## src/rtl/cmult_pkg.sv

```systemverilog
// Shared widths and the tag record for the complex-multiplier share arbiter.
// Tag ids are sized for the largest supported requester count (8).
package cmult_pkg;

  localparam int CMULT_A_W      = 16;
  localparam int CMULT_B_W      = 18;
  localparam int CMULT_P_W      = 35;
  localparam int CMULT_ID_W_MAX = 3;

  typedef struct packed {
    logic                      valid;
    logic [CMULT_ID_W_MAX-1:0] id;
  } cmult_tag_t;

endpackage

```

## src/rtl/cmult_share_arbiter_if.sv

```systemverilog
// Request, multiplier and response signals of the share arbiter.
// Handshake: a request transfers on a rising edge where req_valid[i] && req_ready[i];
// valid may drop without a grant, and responses carry no ready (they must be taken).
interface cmult_share_arbiter_if
  import cmult_pkg::*;
#(
  parameter int NUM_REQ = 4
);
  localparam int ID_W = $clog2(NUM_REQ);

  logic [NUM_REQ-1:0]           req_valid;
  logic [NUM_REQ-1:0]           req_ready;
  logic [NUM_REQ*CMULT_A_W-1:0] req_real_a;
  logic [NUM_REQ*CMULT_A_W-1:0] req_imag_a;
  logic [NUM_REQ*CMULT_B_W-1:0] req_real_b;
  logic [NUM_REQ*CMULT_B_W-1:0] req_imag_b;

  logic [CMULT_A_W-1:0]         mul_real_a;
  logic [CMULT_A_W-1:0]         mul_imag_a;
  logic [CMULT_B_W-1:0]         mul_real_b;
  logic [CMULT_B_W-1:0]         mul_imag_b;
  logic [CMULT_P_W-1:0]         mul_real_out;
  logic [CMULT_P_W-1:0]         mul_imag_out;

  logic                         rsp_valid;
  logic [ID_W-1:0]              rsp_id;
  logic [CMULT_P_W-1:0]         rsp_real;
  logic [CMULT_P_W-1:0]         rsp_imag;

  modport slave (
    input  req_valid, req_real_a, req_imag_a, req_real_b, req_imag_b,
    input  mul_real_out, mul_imag_out,
    output req_ready,
    output mul_real_a, mul_imag_a, mul_real_b, mul_imag_b,
    output rsp_valid, rsp_id, rsp_real, rsp_imag
  );

  modport master (
    output req_valid, req_real_a, req_imag_a, req_real_b, req_imag_b,
    output mul_real_out, mul_imag_out,
    input  req_ready,
    input  mul_real_a, mul_imag_a, mul_real_b, mul_imag_b,
    input  rsp_valid, rsp_id, rsp_real, rsp_imag
  );

endinterface

```

## src/rtl/cmult_rr_arbiter.sv

```systemverilog
// Generic round-robin arbiter: search starts at ptr and wraps upward; the
// pointer moves just past each winner and holds when nothing is granted.
module cmult_rr_arbiter #(
  parameter  int N  = 4,
  localparam int IW = $clog2(N)
) (
  input  logic          clk,
  input  logic          rst,
  input  logic [N-1:0]  req,
  output logic [N-1:0]  grant,
  output logic [IW-1:0] grant_idx,
  output logic          grant_any
);

  logic [IW-1:0] ptr_q, ptr_d;
  int            cand;

  always_comb begin
    grant_any = 1'b0;
    grant_idx = '0;
    grant     = '0;
    cand      = 0;
    ptr_d     = ptr_q;
    // No grants while in reset so requesters never see ready during it.
    if (!rst) begin
      for (int off = 0; off < N; off++) begin
        cand = int'(ptr_q) + off;
        if (cand >= N) cand = cand - N;
        if (!grant_any && req[cand[IW-1:0]]) begin
          grant_any = 1'b1;
          grant_idx = cand[IW-1:0];
        end
      end
    end
    for (int i = 0; i < N; i++) begin
      grant[i] = grant_any && (grant_idx == IW'(i));
    end
    if (grant_any) begin
      ptr_d = (grant_idx == IW'(N - 1)) ? '0 : grant_idx + IW'(1);
    end
  end

  always_ff @(posedge clk) begin
    if (rst) ptr_q <= '0;
    else     ptr_q <= ptr_d;
  end

endmodule

```

## src/rtl/cmult_share_arbiter.sv

```systemverilog
// Time-shares one pipelined complex multiplier between NUM_REQ requesters and tags
// each product with its owner. Optional per-requester grant counters: CMULT_ARB_STATS_EN.
module cmult_share_arbiter
  import cmult_pkg::*;
#(
  parameter int NUM_REQ      = 4,
  parameter int MULT_LATENCY = 3
) (
  input  logic                      clk,
  input  logic                      rst,
  cmult_share_arbiter_if.slave      bus
`ifdef CMULT_ARB_STATS_EN
  ,
  output logic [NUM_REQ*16-1:0]     grant_count
`endif
);

  localparam int ID_W   = $clog2(NUM_REQ);
  localparam int STAGES = MULT_LATENCY + 1;

  logic [NUM_REQ-1:0] grant;
  logic [ID_W-1:0]    grant_idx;
  logic               grant_any;

  cmult_rr_arbiter #(.N(NUM_REQ)) u_arb (
    .clk       (clk),
    .rst       (rst),
    .req       (bus.req_valid),
    .grant     (grant),
    .grant_idx (grant_idx),
    .grant_any (grant_any)
  );

  assign bus.req_ready = grant;

  logic [CMULT_A_W-1:0] mul_real_a_q, mul_real_a_d;
  logic [CMULT_A_W-1:0] mul_imag_a_q, mul_imag_a_d;
  logic [CMULT_B_W-1:0] mul_real_b_q, mul_real_b_d;
  logic [CMULT_B_W-1:0] mul_imag_b_q, mul_imag_b_d;

  // One-hot grant selects the operands; idle cycles feed zeros to the multiplier.
  always_comb begin
    mul_real_a_d = '0;
    mul_imag_a_d = '0;
    mul_real_b_d = '0;
    mul_imag_b_d = '0;
    for (int i = 0; i < NUM_REQ; i++) begin
      if (grant[i]) begin
        mul_real_a_d = bus.req_real_a[i*CMULT_A_W +: CMULT_A_W];
        mul_imag_a_d = bus.req_imag_a[i*CMULT_A_W +: CMULT_A_W];
        mul_real_b_d = bus.req_real_b[i*CMULT_B_W +: CMULT_B_W];
        mul_imag_b_d = bus.req_imag_b[i*CMULT_B_W +: CMULT_B_W];
      end
    end
  end

  always_ff @(posedge clk) begin
    if (rst) begin
      mul_real_a_q <= '0;
      mul_imag_a_q <= '0;
      mul_real_b_q <= '0;
      mul_imag_b_q <= '0;
    end else begin
      mul_real_a_q <= mul_real_a_d;
      mul_imag_a_q <= mul_imag_a_d;
      mul_real_b_q <= mul_real_b_d;
      mul_imag_b_q <= mul_imag_b_d;
    end
  end

  assign bus.mul_real_a = mul_real_a_q;
  assign bus.mul_imag_a = mul_imag_a_q;
  assign bus.mul_real_b = mul_real_b_q;
  assign bus.mul_imag_b = mul_imag_b_q;

  cmult_tag_t tag_q [STAGES];
  cmult_tag_t tag_d [STAGES];

  // Stage 0 loads with the operand registers; the last stage lines up with the product.
  always_comb begin
    tag_d[0].valid = grant_any;
    tag_d[0].id    = CMULT_ID_W_MAX'(grant_idx);
    for (int s = 1; s < STAGES; s++) begin
      tag_d[s] = tag_q[s-1];
    end
  end

  always_ff @(posedge clk) begin
    for (int s = 0; s < STAGES; s++) begin
      if (rst) tag_q[s] <= '0;
      else     tag_q[s] <= tag_d[s];
    end
  end

  logic unused_tag_bits;
  assign unused_tag_bits = ^tag_q[STAGES-1].id;

  assign bus.rsp_valid = tag_q[STAGES-1].valid;
  assign bus.rsp_id    = tag_q[STAGES-1].id[ID_W-1:0];
  assign bus.rsp_real  = tag_q[STAGES-1].valid ? bus.mul_real_out : '0;
  assign bus.rsp_imag  = tag_q[STAGES-1].valid ? bus.mul_imag_out : '0;

`ifdef CMULT_ARB_STATS_EN
  logic [15:0] cnt_q [NUM_REQ];
  logic [15:0] cnt_d [NUM_REQ];

  always_comb begin
    for (int i = 0; i < NUM_REQ; i++) begin
      cnt_d[i] = cnt_q[i];
      if (grant[i] && (cnt_q[i] != 16'hFFFF)) cnt_d[i] = cnt_q[i] + 16'd1;
    end
  end

  always_ff @(posedge clk) begin
    for (int i = 0; i < NUM_REQ; i++) begin
      if (rst) cnt_q[i] <= '0;
      else     cnt_q[i] <= cnt_d[i];
    end
  end

  always_comb begin
    grant_count = '0;
    for (int i = 0; i < NUM_REQ; i++) begin
      grant_count[i*16 +: 16] = cnt_q[i];
    end
  end
`endif

endmodule

```

## src/flat_wrapper.sv

```systemverilog
// flat-port wrapper written by rule: the top's interface ports become plain ports
module cmult_share_arbiter_flat import cmult_pkg::*;
#(
  parameter int NUM_REQ      = 4,
  parameter int MULT_LATENCY = 3
)
  (clk, rst, bus_req_valid, bus_req_real_a, bus_req_imag_a, bus_req_real_b, bus_req_imag_b, bus_mul_real_out, bus_mul_imag_out, bus_req_ready, bus_mul_real_a, bus_mul_imag_a, bus_mul_real_b, bus_mul_imag_b, bus_rsp_valid, bus_rsp_id, bus_rsp_real, bus_rsp_imag);
  cmult_share_arbiter_if #(.NUM_REQ(NUM_REQ)) bus_i ();
  input  logic clk;
  input  logic rst;
  input wire logic [$bits(bus_i.req_valid)-1:0] bus_req_valid;
  input wire logic [$bits(bus_i.req_real_a)-1:0] bus_req_real_a;
  input wire logic [$bits(bus_i.req_imag_a)-1:0] bus_req_imag_a;
  input wire logic [$bits(bus_i.req_real_b)-1:0] bus_req_real_b;
  input wire logic [$bits(bus_i.req_imag_b)-1:0] bus_req_imag_b;
  input wire logic [$bits(bus_i.mul_real_out)-1:0] bus_mul_real_out;
  input wire logic [$bits(bus_i.mul_imag_out)-1:0] bus_mul_imag_out;
  output wire logic [$bits(bus_i.req_ready)-1:0] bus_req_ready;
  output wire logic [$bits(bus_i.mul_real_a)-1:0] bus_mul_real_a;
  output wire logic [$bits(bus_i.mul_imag_a)-1:0] bus_mul_imag_a;
  output wire logic [$bits(bus_i.mul_real_b)-1:0] bus_mul_real_b;
  output wire logic [$bits(bus_i.mul_imag_b)-1:0] bus_mul_imag_b;
  output wire logic [$bits(bus_i.rsp_valid)-1:0] bus_rsp_valid;
  output wire logic [$bits(bus_i.rsp_id)-1:0] bus_rsp_id;
  output wire logic [$bits(bus_i.rsp_real)-1:0] bus_rsp_real;
  output wire logic [$bits(bus_i.rsp_imag)-1:0] bus_rsp_imag;
  assign bus_i.req_valid = bus_req_valid;
  assign bus_i.req_real_a = bus_req_real_a;
  assign bus_i.req_imag_a = bus_req_imag_a;
  assign bus_i.req_real_b = bus_req_real_b;
  assign bus_i.req_imag_b = bus_req_imag_b;
  assign bus_i.mul_real_out = bus_mul_real_out;
  assign bus_i.mul_imag_out = bus_mul_imag_out;
  assign bus_req_ready = bus_i.req_ready;
  assign bus_mul_real_a = bus_i.mul_real_a;
  assign bus_mul_imag_a = bus_i.mul_imag_a;
  assign bus_mul_real_b = bus_i.mul_real_b;
  assign bus_mul_imag_b = bus_i.mul_imag_b;
  assign bus_rsp_valid = bus_i.rsp_valid;
  assign bus_rsp_id = bus_i.rsp_id;
  assign bus_rsp_real = bus_i.rsp_real;
  assign bus_rsp_imag = bus_i.rsp_imag;
  cmult_share_arbiter #(.NUM_REQ(NUM_REQ), .MULT_LATENCY(MULT_LATENCY)) u_core (.clk(clk), .rst(rst), .bus(bus_i));
endmodule
```

## config.mk

```make
export PLATFORM = sky130hd
export DESIGN_NAME = cmult_share_arbiter_flat
export DESIGN_NICKNAME = d
export VERILOG_FILES = /design/src/rtl/cmult_pkg.sv /design/src/rtl/cmult_share_arbiter_if.sv /design/src/rtl/cmult_rr_arbiter.sv /design/src/rtl/cmult_share_arbiter.sv /design/src/flat_wrapper.sv
export SDC_FILE = /design/constraint.sdc
export NUM_CORES = 1
export LEC_CHECK = 0
export ABC_AREA = 1
export BUFFER_PORTS_ARGS = -buffer_cell sky130_fd_sc_hd__buf_2
export CAP_MARGIN = 30
export CORE_AREA = 2 2 194 196
export DETAILED_ROUTE_END_ITERATION = 8
export DIE_AREA = 0 0 196 198
export SYNTH_ARGS = -nofsm -noshare
export SYNTH_HDL_FRONTEND = slang
export SYNTH_SLANG_ARGS = --single-unit
```

## constraint.sdc

```tcl
create_clock -name clk -period 3.4 [get_ports clk]
set_clock_uncertainty 0.15 [all_clocks]
set_input_delay 0.17 -clock clk [delete_from_list [all_inputs] [get_ports clk]]
set_output_delay 0.17 -clock clk [all_outputs]
set_load 0.005 [all_outputs]
```

# Word-level counts from Yosys, hierarchy flattened
# Memories as Yosys holds them, arrays and structs flattened.
# Index checks and enable logic that the tools add are counted.
# totals
reg_bits	70
ramBits	16
inputBits	348
out_inout_bits	145
word_cells	95
memories	1
# classes
addsub	8
n_lt_le_gt_ge	8
eq_ne	3
muxes	55
bitwise_logic	4
n_reduce_logical	11
# memory_table
memory	depth	word_bits	read_ports	rd_clocked_by_memory_dff	wr	line	source
u_core.tag_q	4	4	4	0	4	cmult_share_arbiter.sv:76	cmult_tag_t tag_q [STAGES];
# op_table
cell	n
$mux 18	8
$mux 16	8
$mux 35	2
$mux 2	14
$mux 4	4
$mux 1	15
$lt 2x3->1 const B	4
$ge 3x3->1 const B	3
$bmux 1 s2	4
$sub 2x1->2 const B	4
$logic_and 1x1->1	7
$add 2x2->3 const B	2
$eq 2x2->1 const B	2
$or 1x1->1	4
$add 2x1->3 const B	1
$ge 2x3->1 const B	1
$logic_not 1->1	3
$add 2x1->2 const B	1
$eq 2x1->1 const B	1
$logic_not 2->1	1

# Logic depth before layout (Yosys ltp)
# Gate-level depths: netlist (run 1).
# logic_depth
ltp_word	25
depth_mapped	20
mapped_depth_nobuf	17

# Hierarchy
# A second synthesis (run 1) with hierarchy kept.
# unflattened
hier_cells	883
area_unflattened_um2	5260.0
# modules_own_cells
module	n_inst	cells_per_inst	area_per_inst_um2	seq_area_each_um2
cmult_share_arbiter	1	793	4745.8	1601.5
cmult_rr_arbiter	1	90	514.2	40.0

# Worst setup path before layout (run 1)
# No wires, ideal clock.
# synth_path
path_kind	flip-flop to flip-flop
start	register u_core.u_arb.ptr_q[0]
end	register u_core.mul_imag_a_q[15], in the netlist u_core.bus.mul_imag_a[15]
setup_time_ps	70
arrival_ps	2545
required_ps	3180
path_slack_ps	635
path_stages_with_launch	19
n_path_buf	4
path_cell_list	dfxtp_1 -> buf_6 -> inv_4 -> nand2_1 -> nand3_1 -> nand2_1 -> nor2_4 -> nand3_4 -> nand2_4 -> inv_2 -> nand2_1 -> ha_1 -> clkbuf_1 -> clkbuf_1 -> clkbuf_1 -> nand4_1 -> nand2_1 -> inv_2 -> a21oi_1
# synth_between
elab_chain_cells	25
elab_cells_between_ends	58
cone_classes	add/sub (7); order compare (4); eq/ne (3); mux (33); reduce/logical (11)
# synth_rtl
element	line	source
start, declared	cmult_rr_arbiter.sv:15	logic [IW-1:0] ptr_q, ptr_d;
start signal, assigned	cmult_rr_arbiter.sv:45	else ptr_q <= ptr_d;
$ge 2x3->1 or $sub 2x1->2 (tied branches)	cmult_rr_arbiter.sv:28	if (cand >= N) cand = cand - N;
$mux 2	cmult_rr_arbiter.sv:28	
$mux 2	cmult_rr_arbiter.sv:25	if (!rst) begin
$bmux 1 s2	cmult_rr_arbiter.sv:29	if (!grant_any && req[cand[IW-1:0]]) begin
$mux 1 (implied by the code)	cmult_rr_arbiter.sv:29	
$mux 1	cmult_rr_arbiter.sv:29	
$mux 1	cmult_rr_arbiter.sv:25	
$logic_not 1->1	cmult_rr_arbiter.sv:29	
[... 7 more ...]	n/a	
$logic_not 1->1	cmult_rr_arbiter.sv:29	
$logic_and 1x1->1	cmult_rr_arbiter.sv:29	
$mux 2	cmult_rr_arbiter.sv:29	
$mux 2	cmult_rr_arbiter.sv:25	
$logic_not 2->1	cmult_rr_arbiter.sv:36	grant[i] = grant_any && (grant_idx == IW'(i));
$logic_and 1x1->1	cmult_rr_arbiter.sv:36	
$mux 16 (3 in a row)	cmult_share_arbiter.sv:48	if (grant[i]) begin
$mux 16 *	cmult_share_arbiter.sv:48	
end signal, assigned	cmult_share_arbiter.sv:65	mul_imag_a_q <= mul_imag_a_d;
end, declared	cmult_share_arbiter.sv:37	logic [CMULT_A_W-1:0] mul_imag_a_q, mul_imag_a_d;
# Mark *: on every way between the ends. The rest lies on a longest branch, timed or not. The select of a mux whose other input is x is not followed.
# A chain may end at the register's enable or synchronous reset.

# Worst setup path in the final report (run 1)
# layout_path
start	register u_core.u_arb.ptr_q[0]
end	output bus_req_ready[1]
# layout_between
elab_chain_cells	21
elab_cells_between_ends	48
cone_classes	add/sub (7); order compare (4); eq/ne (1); mux (29); reduce/logical (7)
# layout_rtl
element	line	source
$ge 2x3->1 or $sub 2x1->2 (tied branches)	cmult_rr_arbiter.sv:28	
$mux 2	cmult_rr_arbiter.sv:28	
$mux 2	cmult_rr_arbiter.sv:25	
$bmux 1 s2	cmult_rr_arbiter.sv:29	
$mux 1 (implied by the code)	cmult_rr_arbiter.sv:29	
$mux 1	cmult_rr_arbiter.sv:29	
$mux 1	cmult_rr_arbiter.sv:25	
$logic_not 1->1	cmult_rr_arbiter.sv:29	
[... 6 more ...]	n/a	
$mux 1	cmult_rr_arbiter.sv:25	
$logic_not 1->1	cmult_rr_arbiter.sv:29	
$logic_and 1x1->1	cmult_rr_arbiter.sv:29	
$mux 2 *	cmult_rr_arbiter.sv:29	
$mux 2 *	cmult_rr_arbiter.sv:25	
net u_core.grant_idx[0]	cmult_share_arbiter.sv:22	logic [ID_W-1:0] grant_idx;
$eq 2x1->1 *	cmult_rr_arbiter.sv:36	
$logic_and 1x1->1 *	cmult_rr_arbiter.sv:36	
end, declared	flat_wrapper.sv:18	output wire logic [$bits(bus_i.req_ready)-1:0] bus_req_ready;
# Mark *: on every way through the listed nets, which the timed path passes. The rest lies on a longest branch. The select of a mux whose other input is x is not followed.

==> qor.txt, run 1 <==
Post-Layout Cell Count -> 2,238
via/cell ratio -> 4.52
mux cell area share after synthesis -> 0%
All-Layer GR Usage -> 18.1%
most used cell along the critical path -> nand2_1
largest net degree at the start of global routing -> 139
Rel. slew slack -> 35.7%
# port buffers -> 492
Critical Path Start Type -> flop
share of cells above drive strength 1 -> 33.3%
P_sw -> 3.86 mW
slowest CP cell -> dfxtp_4
post-synthesis cell count -> 1,178
drt drc -> 0
Die X -> 196 um
Synth Cell Area -> 6650 um2
Initial DRC Count -> 480
final setup TNS -> 0 ns
Worst path max stage delay -> 0.38 ns
die height -> 198 um
total number of vias -> 10,100
Tcrit/Tclk final -> 92.8%
max cap viols -> 0
total gr overflow -> 0
number of synthesized register bits -> 82
placed cell count -> 2,052
Antenna Nets Post-Route -> 0
Async S/R FF share, synth -> 0%
internal power -> 3.90 mW
power share of the sequential group -> 19.8%
clock share of power -> 12.6%
slew at the pin closest to its max-slew limit -> 0.964 ns
syn avg cell area -> 5.65 um2
synth top area cells -> dfxtp_1 25%, nand4_1 19%, nand2_1 17%, inv_1 11%, o21ai_0 5.3%
main combinational cell family by area after synthesis -> simple AND/OR/NAND/NOR gates
first-pass GRT wire length -> 53.6 mm
Die Area -> 38,800 um2
CTS Buffer Depth -> 2
vias in the first global route -> 9,619
Synth Area in XOR/XNOR -> 0.132%
number of synthesized flops with an enable pin -> 0
Yosys cell types -> 27
Crit path max-delay family -> buffers and inverters
clk_lat worst skew -> 0.37 ns
clock-pin slew on the worst setup and hold paths -> 0.07 ns
worst-path fanout max -> 17
Post-Synth Simple-Gate Area -> 42.3%
WP data arrival -> 2.83 ns
Synth top area share -> 24.7%
logic gate share of total power -> 67.6%
Pleak -> 6.81 nW
IO Pins -> 493
WP data required -> 3.08 ns
row count -> 71
Fin. Hold Viols -> 0
Nets -> 2,103
CP cell instances -> inv_4 > nand2_1 > nand2_1 > nand2_1 > o21ai_2 > nor2_1 > nor2_1 > xor2_1 > nand2_2 > inv_2 > ha_4 > buf_16 > buf_4 > inv_1 > nor2_4 > buf_2
Worst Path Buf+Inv -> 6
CTS Root Cell -> clkbuf_16
cell taking the most area after synthesis -> dfxtp_1
Synth Area in Compound Gates -> 10.9%
initial antenna violation count -> 17
post-synthesis sequential area ratio -> 24.7%
Synth warnings -> 0
maximum VDD drop -> 360 uV
CTS tree -> done
Crit Path Category -> flop to output port
# fillers -> 4,094
Slew Limit Fails -> 0
final WL -> 37.2 mm
outcome -> finished, final reports clean
Synth Net Count -> 1,530
DR WL/cell -> 16.6 um
Final Wtd Congestion -> 0.924
hpwl dp -> 26.5 mm
Min Clock Period, post-route -> 3.15 ns
ys flop type -> dfxtp_1
f_max -> 317 MHz
Setup crit end kind -> output port
clock tree sinks -> 82
core area -> 37,000 um2
worst hold-check path type -> input pin to flop
adder-cell area share of the yosys netlist -> 0.752%
initial core utilization -> 18.0%
PwrDens -> 675 nW/um2
Setup Viol. Count Final -> 0
drt pass-1 iters -> 6
Clock H-tree levels -> 3
Area Growth Syn to Fin -> 73.0%
switching share of total power -> 49.7%
unrepaired setup endpoints after global routing -> yes
Num CTS Buffers -> 9
-- synth_stat cells, types with 2 or more instances --
master / instances
nand2_1: 304
nand4_1: 204
inv_1: 200
nor2_1: 83
dfxtp_1: 82
o21ai_0: 71
a21oi_1: 69
clkbuf_1: 63
inv_2: 32
buf_2: 30
buf_1: 11
buf_6: 8
ha_1: 4
buf_4: 2
nand2_4: 2
nand3_1: 2
-- sequential cells by signal (all words and copies together), names as in the netlist --
| signal | count |
|---|---|
| u_core.bus.mul_imag_a | 16 |
| u_core.bus.mul_imag_b | 18 |
| u_core.bus.mul_real_a | 16 |
| u_core.bus.mul_real_b | 18 |
| u_core.tag_q | 12 |
| u_core.u_arb.ptr_q | 2 |
-- worst paths after layout --
kind                          from  slack [ns]  cells past startpoint                   endpoint
max          u_core.u_arb.ptr_q[0]        0.25                     16           bus_req_ready[1]
min             bus_req_real_b[46]        0.02                      5  u_core.bus.mul_real_b[10]
max reg2reg  u_core.u_arb.ptr_q[1]        0.31                     19  u_core.bus.mul_real_a[15]
min reg2reg     u_core.tag_q[2][3]        0.24                      2         u_core.tag_q[3][3]
-- layout make-up --
type                       count  area (um2)  share of cell area [%]
timing repair buffer         677        4440                    38.6
multi-input combinational    748        3650                    31.8
sequential                    82        1650                    14.3
inverter                     233         885                    7.69
tap                          474         593                    5.15
clock buffer                  13         260                    2.26
antenna                       11        27.5                   0.239
-- what timing repair did --
item	4_1_cts	5_1_grt
resized for setup	10	2
setup endpoints to repair	3	4
gates cloned	1	1
setup buffers	1	2
hold endpoints to repair	68	0
hold buffers	157	0
pin swaps	0	3
-- power groups by stage --
stage | combinational [mW] | clock (mW) | sequential (mW)
after floorplan | 2.93 | 0 | 1.55
after global placement | 4.74 | 0 | 1.55
after detailed placement | 4.78 | 0 | 1.54
after CTS | 5.14 | 1.02 | 1.54
after global routing | 5.82 | 1.04 | 1.57
final | 5.25 | 0.976 | 1.54
-- routing by layer --
metal  routed length [um]  vias to the layer above  part of all wire, %  GRT usage, %
met5                  110                        -                 0.30             0
met1                13700                     4551                   37          19.1
li1                     -                     4929                    -             -
met2                18200                      529                   49          31.5
met4                 1630                       16                  4.4          9.48
met3                 3560                       89                  9.6          6.69
-- through the flow --
step	hold slack (ns)	setup WS (ns)	cell area (um2)	utilization, %	total power, mW
after global placement	0.232	-0.161	9500	25.7	6.29
after detailed placement	0.236	-0.180	9530	25.8	6.33
final	0.0226	0.245	11500	31.1	7.76
after floorplan	0.203	0.635	6650	-	4.47
after CTS	0.000289	0.0346	11400	31.0	7.70
after global routing	0.0100	-0.00378	11500	31.1	8.43
-- cell families after synthesis --
family          Yosys count
compound gates          143
buf+inv                 348
fa+ha+maj                 4
xor+xnor                  1
simple gates            600
flops                    82
-- worst register-to-register path, cell delays in order, from the launching register on --
cell and delay [ns]:
dfxtp_2 0.40, inv_2 0.09, nand2_1 0.08, nand2_1 0.07, nand2_1 0.09, nand2_2 0.08, nor2_4 0.13, nand3_4 0.11
nand2_4 0.13, inv_2 0.08, nand2_2 0.14, inv_2 0.08, ha_4 0.18, buf_4 0.19, nor2_1 0.12, nand4_1 0.09
nand2_1 0.10, nand2_1 0.05, a21oi_1 0.13, dlygate4sd3_1 0.54
-- placed cells by master, fill, tap and decap left out, types with 10 or more instances in the layout --
master,synthesis,layout
inv_1,200,198
dlygate4sd3_1,0,157
diode_2,0,11
clkbuf_16,0,10
a21oi_1,69,69
buf_2,30,492
dfxtp_1,82,79
nor2_1,83,81
inv_2,32,33
buf_4,2,15
o21ai_0,71,71
nand4_1,204,204
nand2_1,304,302
No activity file was read; power rests on OpenSTA's default activity.
==> run 2, diff against run 1 <==
CTS_BUF_LIST = sky130_fd_sc_hd__clkbuf_2 sky130_fd_sc_hd__clkbuf_4 sky130_fd_sc_hd__clkbuf_8   (was not set)
==> run 2 against run 1 <==
- flip-flop and latch count stayed put
- highest routed layer unchanged
- critical endpoint is now u_core.bus.mul_real_a[4]
- largest power group unchanged
- cell count is 2.6% higher
- die area stayed put
- largest cell class unchanged
==> qor.txt, run 2 (synthesis gave the netlist of run 1 again) <==
outcome -> finished, final reports clean
clock tree sinks -> 82
IO Pins -> 493
Post-Place Setup Slack -> -0.180 ns
final setup TNS -> 0 ns
share of cells above drive strength 1 -> 33.3%
hold path startpoint -> bus_req_imag_a[8]
hpwl dp -> 26.5 mm
drt pass-1 iters -> 7
Setup crit end -> u_core.bus.mul_real_a[4]
Critical Path Start Type -> flop
clock-pin slew on the worst setup and hold paths -> 0.10 ns
Pleak -> 7.13 nW
Clock H-tree levels -> 3
CP startpoint -> u_core.u_arb.ptr_q[0]
PwrDens -> 679 nW/um2
WP data arrival -> 3.45 ns
DP Area -> 9530 um2
commonest cells after routing, fill and taps aside -> 491 x buf_2, 300 x nand2_1, 204 x nand4_1, 203 x dlygate4sd3_1, 196 x inv_1
max cap viols -> 0
Crit Path Category -> flop to flop
total number of vias -> 10,500
drt drc -> 0
f_max -> 309 MHz
Die Area -> 38,800 um2
post-route cell area -> 12,100 um2
clk_lat worst skew -> 0.42 ns
worst r2r src -> u_core.u_arb.ptr_q[0]
largest net degree at the start of global routing -> 139
via/cell ratio -> 4.57
CTS Root Cell -> clkbuf_8
Crit Reg-Reg Endpoint -> u_core.bus.mul_real_a[4]
Slew Limit Fails -> 0
worst hold-check path type -> input pin to flop
Initial DRC Count -> 537
Post-Layout Cell Count -> 2,297
initial antenna violation count -> 13
Fin. Hold Viols -> 0
Area Growth Syn to Fin -> 82.2%
Final Wtd Congestion -> 0.924
Min Clock Period, post-route -> 3.24 ns
# fillers -> 4,030
first-pass GRT wire length -> 55.0 mm
total gr overflow -> 0
die height -> 198 um
Rel. slew slack -> 35.2%
WP data required -> 3.61 ns
placed cell count -> 2,052
Die X -> 196 um
Tcrit/Tclk final -> 95.3%
All-Layer GR Usage -> 18.6%
Num CTS Buffers -> 9
Antenna Nets Post-Route -> 0
CTS Buffer Depth -> 2
FF-to-FF path depth -> 19
Setup Viol. Count Final -> 0
final WL -> 38.9 mm
row count -> 71
worst-path fanout max -> 21
CTS tree -> done
Final Util -> 32.8%
most common cell after layout, fill and taps aside -> buf_2
Setup crit end kind -> flop
R2R setup slack -> 0.16 ns
Nets -> 2,162
vias in the first global route -> 9,991
slew at the pin closest to its max-slew limit -> 0.972 ns
post-layout worst setup margin -> 0.161 ns
maximum VDD drop -> 393 uV
initial core utilization -> 18.0%
# port buffers -> 492
core area -> 37,000 um2
DR WL/cell -> 16.9 um
[run 2: changes by cell type in the layout (fill, tap and decap cells not counted), sizes merged]
cell,delta
clkbuf,+2
inv,-1
bufbuf,-1
clkinvlp,+1
buf,+12
dlygate4sd3,+46
[run 2: layer usage]
metal	share of wire (%)	GRT usage (%)	vias up
li1	-	-	5040
met2	49	32.5	562
met1	36	19.6	4757
met4	4.8	10.4	12
met5	0.22	0	-
met3	9.5	6.32	121
[run 2: worst min-delay path by stage]
stage | slack, ns | depth (start not counted) | endpoint
final | 0.04 | 7 | u_core.bus.mul_imag_a[8]
after floorplan | 0.20 | 3 | u_core.u_arb.ptr_q[0]
after detailed placement | 0.24 | 2 | u_core.tag_q[3][3]
after global routing | 0.05 | 7 | u_core.bus.mul_imag_a[8]
after CTS | 0.0009 | 7 | u_core.bus.mul_imag_a[0]
after global placement | 0.23 | 2 | u_core.tag_q[3][3]
[run 2: worst max-delay path: stages (launching register included)]
cell,delay (ns)
dfxtp_4,0.41
inv_4,0.06
nand2_1,0.07
nand2_1,0.07
nand2_1,0.09
nand2_2,0.08
nor2_4,0.15
nand2_1,0.08
nor2_1,0.10
a211o_1,0.16
nand2_4,0.10
ha_4,0.20
buf_12,0.16
buf_12,0.16
nor2_1,0.11
nand4_1,0.10
nand2_1,0.12
nand2_1,0.06
a21oi_1,0.14
dlygate4sd3_1,0.57
[run 2: area by class of cell]
| type | count | area, um2 | area share, % |
|---|---|---|---|
| antenna | 11 | 27.5 | 0.227 |
| clock buffer | 13 | 166 | 1.37 |
| timing repair buffer | 736 | 5100 | 42.1 |
| tap | 474 | 593 | 4.89 |
| multi-input combinational | 748 | 3690 | 30.5 |
| inverter | 233 | 888 | 7.33 |
| sequential | 82 | 1650 | 13.6 |
[run 2: stage by stage]
| step | hold slack (ns) | power (mW) |
|---|---|---|
| final | 0.0417 | 8.23 |
| after global routing | 0.0512 | 8.89 |
| after CTS | 0.000853 | 7.69 |
| after detailed placement | 0.236 | 6.33 |
| after global placement | 0.232 | 6.29 |
| after floorplan | 0.203 | 4.47 |
[run 2: timing repair]
item	CTS	global route
gates cloned	1	3
pin swaps	1	10
gates resized for setup	11	26
setup endpoints to repair	3	32
hold buffers	203	0
endpoints found under the hold margin	78	0
buffers inserted	1	13
[run 2: power by group]
| part | total, mW | switching (mW) | internal (mW) |
|---|---|---|---|
| clock network | 0.735 | 0.424 | 0.311 |
| logic | 5.95 | 3.47 | 2.48 |
| registers | 1.54 | 0.168 | 1.37 |
